File: config.mk
export PLATFORM = sky130hd
export DESIGN_NAME = ftdi_rx_framer
export DESIGN_NICKNAME = d
export VERILOG_FILES = /design/src/rtl/ftdi_rx_framer.sv
export SDC_FILE = /design/constraint.sdc
export NUM_CORES = 1
export LEC_CHECK = 0
export ABC_AREA = 1
export BUFFER_PORTS_ARGS = -buffer_cell sky130_fd_sc_hd__buf_2
export CAP_MARGIN = 10
export CORE_MARGIN = 2
export CORE_UTILIZATION = 29
export CTS_CLUSTER_DIAMETER = 40
export DETAILED_ROUTE_END_ITERATION = 10
export GPL_TIMING_DRIVEN = 1
export HOLD_SLACK_MARGIN = 0.03
export SYNTH_ARGS = -nofsm -noshare
export SYNTH_HDL_FRONTEND = slang
export SYNTH_SLANG_ARGS = --single-unit
File: constraint.sdc
create_clock -name clk_60 -period 2.71 [get_ports clk_60]
set_input_delay 0.1355 -clock clk_60 [delete_from_list [all_inputs] [get_ports clk_60]]
set_output_delay 0.1355 -clock clk_60 [all_outputs]
set_load 0.1 [all_outputs]
File: src/rtl/ftdi_rx_framer.sv
// FTDI 245 synchronous-FIFO receiver: packs 7-bit payload bytes into pixel words
// for the framebuffer, with frame-start resync, error counting and swap handshake.
module ftdi_rx_framer #(
  parameter int BYTES_PER_PIXEL = 3,
  parameter int ADDR_WIDTH      = 14,
  parameter int FRAME_PIXELS    = 16384,
  localparam int DATA_WIDTH     = 7 * BYTES_PER_PIXEL
) (
  input  logic                  clk_60,
  input  logic                  rst,
  input  logic [7:0]            data_in,
  input  logic                  rxf_n,
  input  logic                  txe_n,
  output logic                  oe_n,
  output logic                  rd_n,
  output logic                  wr_n,
  output logic [DATA_WIDTH-1:0] fb_wdata,
  output logic [ADDR_WIDTH-1:0] fb_waddr,
  output logic                  fb_we,
  output logic                  full,
  input  logic                  swapped,
  output logic [15:0]           frame_count,
  output logic [7:0]            err_count
);

  localparam int PHASE_W = $clog2(BYTES_PER_PIXEL);
  localparam logic [PHASE_W-1:0]    LAST_PHASE = PHASE_W'(BYTES_PER_PIXEL - 1);
  localparam logic [ADDR_WIDTH-1:0] LAST_PIXEL = ADDR_WIDTH'(FRAME_PIXELS - 1);

  typedef enum logic [1:0] {
    IDLE,
    OE,
    READ
  } state_t;

  state_t                  state;
  logic                    synced;
  logic [PHASE_W-1:0]      phase;
  logic [ADDR_WIDTH-1:0]   pixel;
  logic [DATA_WIDTH-1:0]   shreg;

  logic                    accept;
  logic                    flag;
  logic                    eff_synced;
  logic [PHASE_W-1:0]      eff_phase;
  logic [ADDR_WIDTH-1:0]   eff_pixel;
  logic                    pixel_done;
  logic                    last;
  logic                    in_progress;
  logic                    misalign;
  logic [DATA_WIDTH-1:0]   word_next;

  // Receive-only block: txe_n is sunk here to keep the FIFO bus complete.
  logic unused_txe;
  assign unused_txe = txe_n;

  assign wr_n = 1'b1;

  // A flagged byte is always byte 0 of pixel 0, regardless of the current counters.
  assign accept      = (state == READ) && !rxf_n;
  assign flag        = data_in[7];
  assign eff_synced  = synced || flag;
  assign eff_phase   = flag ? '0 : phase;
  assign eff_pixel   = flag ? '0 : pixel;
  assign pixel_done  = accept && eff_synced && (eff_phase == LAST_PHASE);
  assign last        = pixel_done && (eff_pixel == LAST_PIXEL);
  assign in_progress = synced && ((phase != '0) || (pixel != '0));
  assign misalign    = accept && flag && in_progress;

  // NOTE: every variable assigned in always_comb gets a default first, so no latch is inferred.
  always_comb begin
    word_next = flag ? '0 : shreg;
    for (int b = 0; b < BYTES_PER_PIXEL; b++) begin
      if (eff_phase == PHASE_W'(b)) begin
        word_next[7*(BYTES_PER_PIXEL-1-b) +: 7] = data_in[6:0];
      end
    end
  end

  // NOTE: all state is updated with non-blocking assignments so every register sees pre-edge values.
  always_ff @(posedge clk_60) begin
    if (rst) begin
      state       <= IDLE;
      oe_n        <= 1'b1;
      rd_n        <= 1'b1;
      fb_we       <= 1'b0;
      fb_waddr    <= '0;
      fb_wdata    <= '0;
      full        <= 1'b0;
      frame_count <= '0;
      err_count   <= '0;
      synced      <= 1'b0;
      phase       <= '0;
      pixel       <= '0;
      shreg       <= '0;
    end else begin
      fb_we <= 1'b0;

      // FIFO handshake; oe_n/rd_n are registered from the state being entered.
      case (state)
        IDLE: begin
          if (!rxf_n && !full) begin
            state <= OE;
            oe_n  <= 1'b0;
            rd_n  <= 1'b1;
          end else begin
            state <= IDLE;
            oe_n  <= 1'b1;
            rd_n  <= 1'b1;
          end
        end
        OE: begin
          if (!rxf_n && !full) begin
            state <= READ;
            oe_n  <= 1'b0;
            rd_n  <= 1'b0;
          end else begin
            state <= IDLE;
            oe_n  <= 1'b1;
            rd_n  <= 1'b1;
          end
        end
        READ: begin
          if (rxf_n || last) begin
            state <= IDLE;
            oe_n  <= 1'b1;
            rd_n  <= 1'b1;
          end else begin
            state <= READ;
            oe_n  <= 1'b0;
            rd_n  <= 1'b0;
          end
        end
        default: begin
          state <= IDLE;
          oe_n  <= 1'b1;
          rd_n  <= 1'b1;
        end
      endcase

      // Framing priority: flag restart, frame completion, swap handling, normal packing.
      if (accept && flag) begin
        if (misalign && (err_count != 8'hFF)) begin
          err_count <= err_count + 8'd1;
        end
        synced <= 1'b1;
        phase  <= PHASE_W'(1);
        pixel  <= '0;
        shreg  <= word_next;
      end else if (last) begin
        fb_we       <= 1'b1;
        fb_waddr    <= pixel;
        fb_wdata    <= word_next;
        full        <= 1'b1;
        frame_count <= frame_count + 16'd1;
        synced      <= 1'b0;
        phase       <= '0;
        pixel       <= '0;
        shreg       <= '0;
      end else if (swapped && full) begin
        full   <= 1'b0;
        synced <= 1'b0;
        phase  <= '0;
        pixel  <= '0;
        shreg  <= '0;
      end else if (swapped && in_progress) begin
        if (err_count != 8'hFF) begin
          err_count <= err_count + 8'd1;
        end
        synced <= 1'b0;
        phase  <= '0;
        pixel  <= '0;
        shreg  <= '0;
      end else if (accept && synced) begin
        shreg <= word_next;
        if (pixel_done) begin
          fb_we    <= 1'b1;
          fb_waddr <= pixel;
          fb_wdata <= word_next;
          phase    <= '0;
          pixel    <= pixel + 1'b1;
        end else begin
          phase <= phase + 1'b1;
        end
      end
    end
  end

endmodule

# Word-level counts from Yosys, hierarchy flattened
# Index checks and enable logic that the tools add are counted.
totals:
  register_bits: 103
  out_inout_bits: 64
  wordCells: 118
  input_bits: 13
op_classes:
  n_mux: 52
  addsub: 4
  n_bitwise: 1
  n_eq_ne: 11
  reduce_logical: 36
op_table:
  columns: ["operator", "n"]
  rows:
  - ["$mux 21", 11]
  - ["$mux 14", 6]
  - ["$mux 8", 6]
  - ["$mux 7", 3]
  - ["$mux 1", 19]
  - ["$add 16x1->16 const B", 1]
  - ["$add 14x1->14 const B", 1]
  - ["$eq 14x14->1 const B", 1]
  - ["$reduce_bool 14->1", 1]
  - ["$logic_and 1x1->1", 12]
  - ["$reduce_bool 2->1", 6]
  - ["$reduce_and 5->1", 2]
  - ["$add 8x1->8 const B", 1]
  - ["$mux 2", 4]
  - ["$ne 8x8->1 const B", 1]
  - ["$ne 2x2->1 const B", 3]
  - ["$pmux 2 s3", 1]
  - ["$reduce_and 2->1", 3]
  - ["$reduce_bool 5->1", 1]
  - ["$reduce_or 5->1", 1]
  - ["$eq 2x1->1 const B", 2]
  - ["$eq 2x2->1 const B", 2]
  - ["$logic_not 2->1", 2]
  - ["$ne 2x1->1 const B", 2]
  - ["other kinds (7)", 12]

# Longest topological paths before layout
depth:
  ltp_word: 10
  depth_mapped: 15
  mapped_depth_nobuf: 14

# Least setup slack after synthesis
# OpenSTA, ideal clock, no wires.
synth_path:
  kind: "reg2reg"
  from: "register frame_count[1]"
  to: "register frame_count[12]"
  n_path_buf: 0
  setup_ps: 117
  t_required_ps: 2593
  arrival_time_ps: 2164
  period_less_slack_ps: 2281
  stages_incl_launch_ff: 9
  slack_ps: 429
  cell_sequence: "dfxtp_1 -> ha_1 -> inv_1 -> nor4_1 -> nand3_1 -> nor2_1 -> nand2_1 -> nand2_1 -> nor2_1"
synth_between:
  elab_chain_cells: 1
synth_lines:
  columns: ["item", "line_no", "rtl"]
  rows:
  - ["start: declaration", "22", "output logic [15:0] frame_count,"]
  - ["start signal: assignment", "155", "frame_count <= frame_count + 16'd1;"]
  - ["$add 16x1->16", "155", null]
# No other way between the ends.
# A chain may end at the register's enable or synchronous reset.

# Worst setup path after layout
layout_path:
  from: "register state[0]"
  to: "register shreg[7]"
layout_between:
  elab_chain_cells: 7
  word_cells_on_any_way: 10
  classes_between: "1 x eq/ne; 2 x mux; 7 x reduce/logical"
layout_lines:
  columns: ["item", "line_no", "rtl"]
  rows:
  - ["start: declaration", "36", "state_t state;"]
  - ["start signal: assignment", "83", "state <= IDLE;"]
  - ["start signal: assignment", "103", "state <= OE;"]
  - ["start signal: assignment", "107", "state <= IDLE;"]
  - ["$eq 2x2->1 *", "60", "assign accept = (state == READ) && !rxf_n;"]
  - ["$logic_and 1x1->1 *", "60", null]
  - ["$logic_and 1x1->1 (2 in a row)", "65", "assign pixel_done = accept && eff_synced && (eff_phase == LAST_PHASE);"]
  - ["$logic_and 1x1->1", "66", "assign last = pixel_done && (eff_pixel == LAST_PIXEL);"]
  - ["$mux 21", "150", "end else if (last) begin"]
  - ["$mux 21", "142", "if (accept && flag) begin"]
  - ["end signal: assignment", "149", "shreg <= word_next;"]
  - ["end signal: assignment", "175", "shreg <= word_next;"]
  - ["end: declaration", "40", "logic [DATA_WIDTH-1:0] shreg;"]
# Mark *: on every way between the ends. The rest lies on a longest branch, timed or not.

==> results.json <==
{
  "run_status": "finished clean",
  "synth_top_area_share": 0.433,
  "initial_core_util": 0.299,
  "io_buffers": 74,
  "top_usage_layer": "met2",
  "fin_tns_setup_ns": 0,
  "dp.final_hpwl_mm": 8.05,
  "cts_setup_buffers": 0,
  "path_class": "reg -> reg",
  "fin_skew_ns": 0.0117,
  "worstSetupStartpointType": "flop",
  "syn_to_final_growth_pct": 18.0,
  "synth.most_common_cell": "nor2_1",
  "use_met3": 0.0334,
  "cts-htree-levels": 3,
  "setup_ws_ns": 0.566,
  "overflow": 0,
  "post_drt_wl_per_cell_um": 12.3,
  "maxCapViolCount": 0,
  "worstPathRequired_ns": 3.00,
  "cts.clk_slew.worst_paths_ns": 0.07,
  "die_x_um": 132,
  "viasPerCell": 4.57,
  "power_density_mw_per_mm2": 514,
  "cts-root-buf": "clkbuf_16",
  "endpoint_kind": "flop",
  "synthArstFlopShare": 0,
  "vias": 4282,
  "yosysUniqueCellTypes": 37,
  "slew_viol_final": 0,
  "slew_headroom": 0.468,
  "ys_top_cells_by_area": "dfxtp_1 43%, nor2_1 9.7%, nand2_1 7.2%",
  "fin_crit_ns": 2.14,
  "grt_use_met1": 0.181,
  "max_freq_mhz": 466,
  "grtUsageTotal": 0.136,
  "cts_resized": 0,
  "synth_nets": 674,
  "peakVddDrop_uv": 309,
  "drc": 0,
  "drtIter0Drc": 224,
  "die_y_um": 132,
  "finalNetCount": 740,
  "drive_gt1_frac": 0.172,
  "min_path_type": "in -> reg",
  "routed_wirelength_mm": 11.6,
  "p_leak_nw": 2.28,
  "place_congestion": 0.772,
  "grt_max_degree": 38,
  "grt_pass1_wl_mm": 19.3,
  "grt_pass1_vias": 3906,
  "synth_top_area_cell": "dfxtp_1",
  "fp-row-count": 46,
  "ios": 77,
  "core_mm2": 0.0159,
  "ant_nets": 0,
  "antenna_found_initial": 0,
  "cts_buffers": 9,
  "final.period_utilization": 0.791,
  "insertion_delay_ns": 0.36,
  "netlist_area_mm2": 0.00476,
  "hold_viol_final": 0,
  "critPathArrivalTime_ns": 2.43,
  "clock_path_buffers": 2,
  "synth_cells": 651,
  "dieArea_mm2": 0.0175,
  "pre_cts_slack_ns": 0.574,
  "ys_top_cells_by_count": "123 x nor2_1, 103 x dfxtp_1, 92 x nand2_1",
  "cts_tree": "done",
  "max_slew.worst_pin.slew_ns": 0.797,
  "num_antenna_cells": 0,
  "ys_seq_elements": 103,
  "hold_buffers": 0,
  "synth-edff-count": 0,
  "cts.sinks": 103,
  "yosysSeqAreaShare": 0.433,
  "final-setup-viol-count": 0,
  "crit_fanout": 22,
  "yosys_warnings": 0,
  "avgSynthCellArea_um2": 7.32,
  "rsz0062_at_grt": "false",
  "first_pass_iters": 4,
  "synthFlopType": "dfxtp_1",
  "grt_util_met2": 0.208
}
## worst max-delay path: stages (launching register included)
cell and delay, ns:
dfxtp_1 0.34, inv_1 0.09, ha_1 0.26, nand3_4 0.15
nor2_8 0.23, nand3_4 0.18, nand2_4 0.14, nor2_4 0.06
nand2_2 0.33, nand3_1 0.14, a21oi_1 0.14
## final timing paths
path / from / end / slack, ns / cells past startpoint
worst max-delay path: state[0]$_SDFF_PP0_ / shreg[7]$_SDFFE_PP0P_ / 0.57 / 10
worst min-delay path: rxf_n / state[0]$_SDFF_PP0_ / 0.09 / 3
worst max register to register: state[0]$_SDFF_PP0_ / shreg[7]$_SDFFE_PP0P_ / 0.57 / 10
worst min register to register: shreg[13]$_SDFFE_PP0P_ / shreg[13]$_SDFFE_PP0P_ / 0.47 / 2
## flip-flops by register name, indices dropped and copies added, names as in the netlist
register / flops
shreg: 21
fb_waddr: 14
state: 2
err_count: 8
pixel: 14
full: 1
phase: 2
frame_count: 16
synced: 1
fb_we: 1
rd_n: 1
oe_n: 1
fb_wdata: 21
## report_power, final
part           internal (mW)  switching (mW)  total, mW
registers               1.52         0.00310       1.52
logic                 0.0296          0.0923      0.122
clock network          0.634           0.611       1.25
total                   2.18           0.706       2.89
## logic make-up after synthesis
logic type               share of synthesized area
XOR/XNOR                                    0.0257
AND/OR/NAND/NOR                              0.316
adder cells (fa/ha/maj)                     0.0263
other                                     0.000787
AO/OA/AOI/OAI                                0.125
buffers and inverters                       0.0738
flip-flops                                   0.433
## routing by layer
layer | up-vias | part of all wire
met3 | 17 | 0.055
met2 | 105 | 0.45
met4 | 0 | 0.023
met5 | - | 0
met1 | 1895 | 0.47
li1 | 2265 | -
## cell usage in the layout, fill, tap and decap left out, types with 2 or more instances in the layout
master,count
a21oi_1,45
dfxtp_1,103
nand3_1,64
or2_2,2
buf_2,74
clkbuf_16,9
inv_2,4
nand3_2,2
nor2_1,123
ha_1,10
xor2_1,9
o21ai_0,67
clkinv_2,2
buf_4,10
nand2_1,92
xnor2_1,5
nand3_4,3
inv_8,2
nand2_2,3
nand4_1,13
nand2_4,2
clkinvlp_4,2
nor3_1,8
nor3b_1,3
nor2_4,3
inv_1,47
## per-stage QoR
| step | hold WS, ns | area (um^2) | util | cells | total power [mW] |
|---|---|---|---|---|---|
| after global routing | 0.0943 | 5620 | 0.353 | 938 | 3.01 |
| after CTS | 0.0755 | 5620 | 0.353 | 938 | 2.94 |
| after floorplan | 0.320 | 4760 | - | 651 | 1.64 |
| after detailed placement | 0.456 | 5340 | 0.335 | 922 | 1.68 |
| final | 0.0928 | 5620 | 0.353 | 938 | 2.89 |
| after global placement | 0.454 | 5340 | 0.335 | 922 | 1.68 |
## cell type report
type | count | area [um^2]
Timing Repair Buffer | 85 | 465
Clock buffer | 9 | 225
Tap cell | 216 | 270
Multi-Input combinational cell | 467 | 2350
Sequential cell | 103 | 2060
Fill cell | 1725 | 10300
Inverter | 51 | 191
Clock inverter | 7 | 56.3
Power figures use the tool's default switching activity.
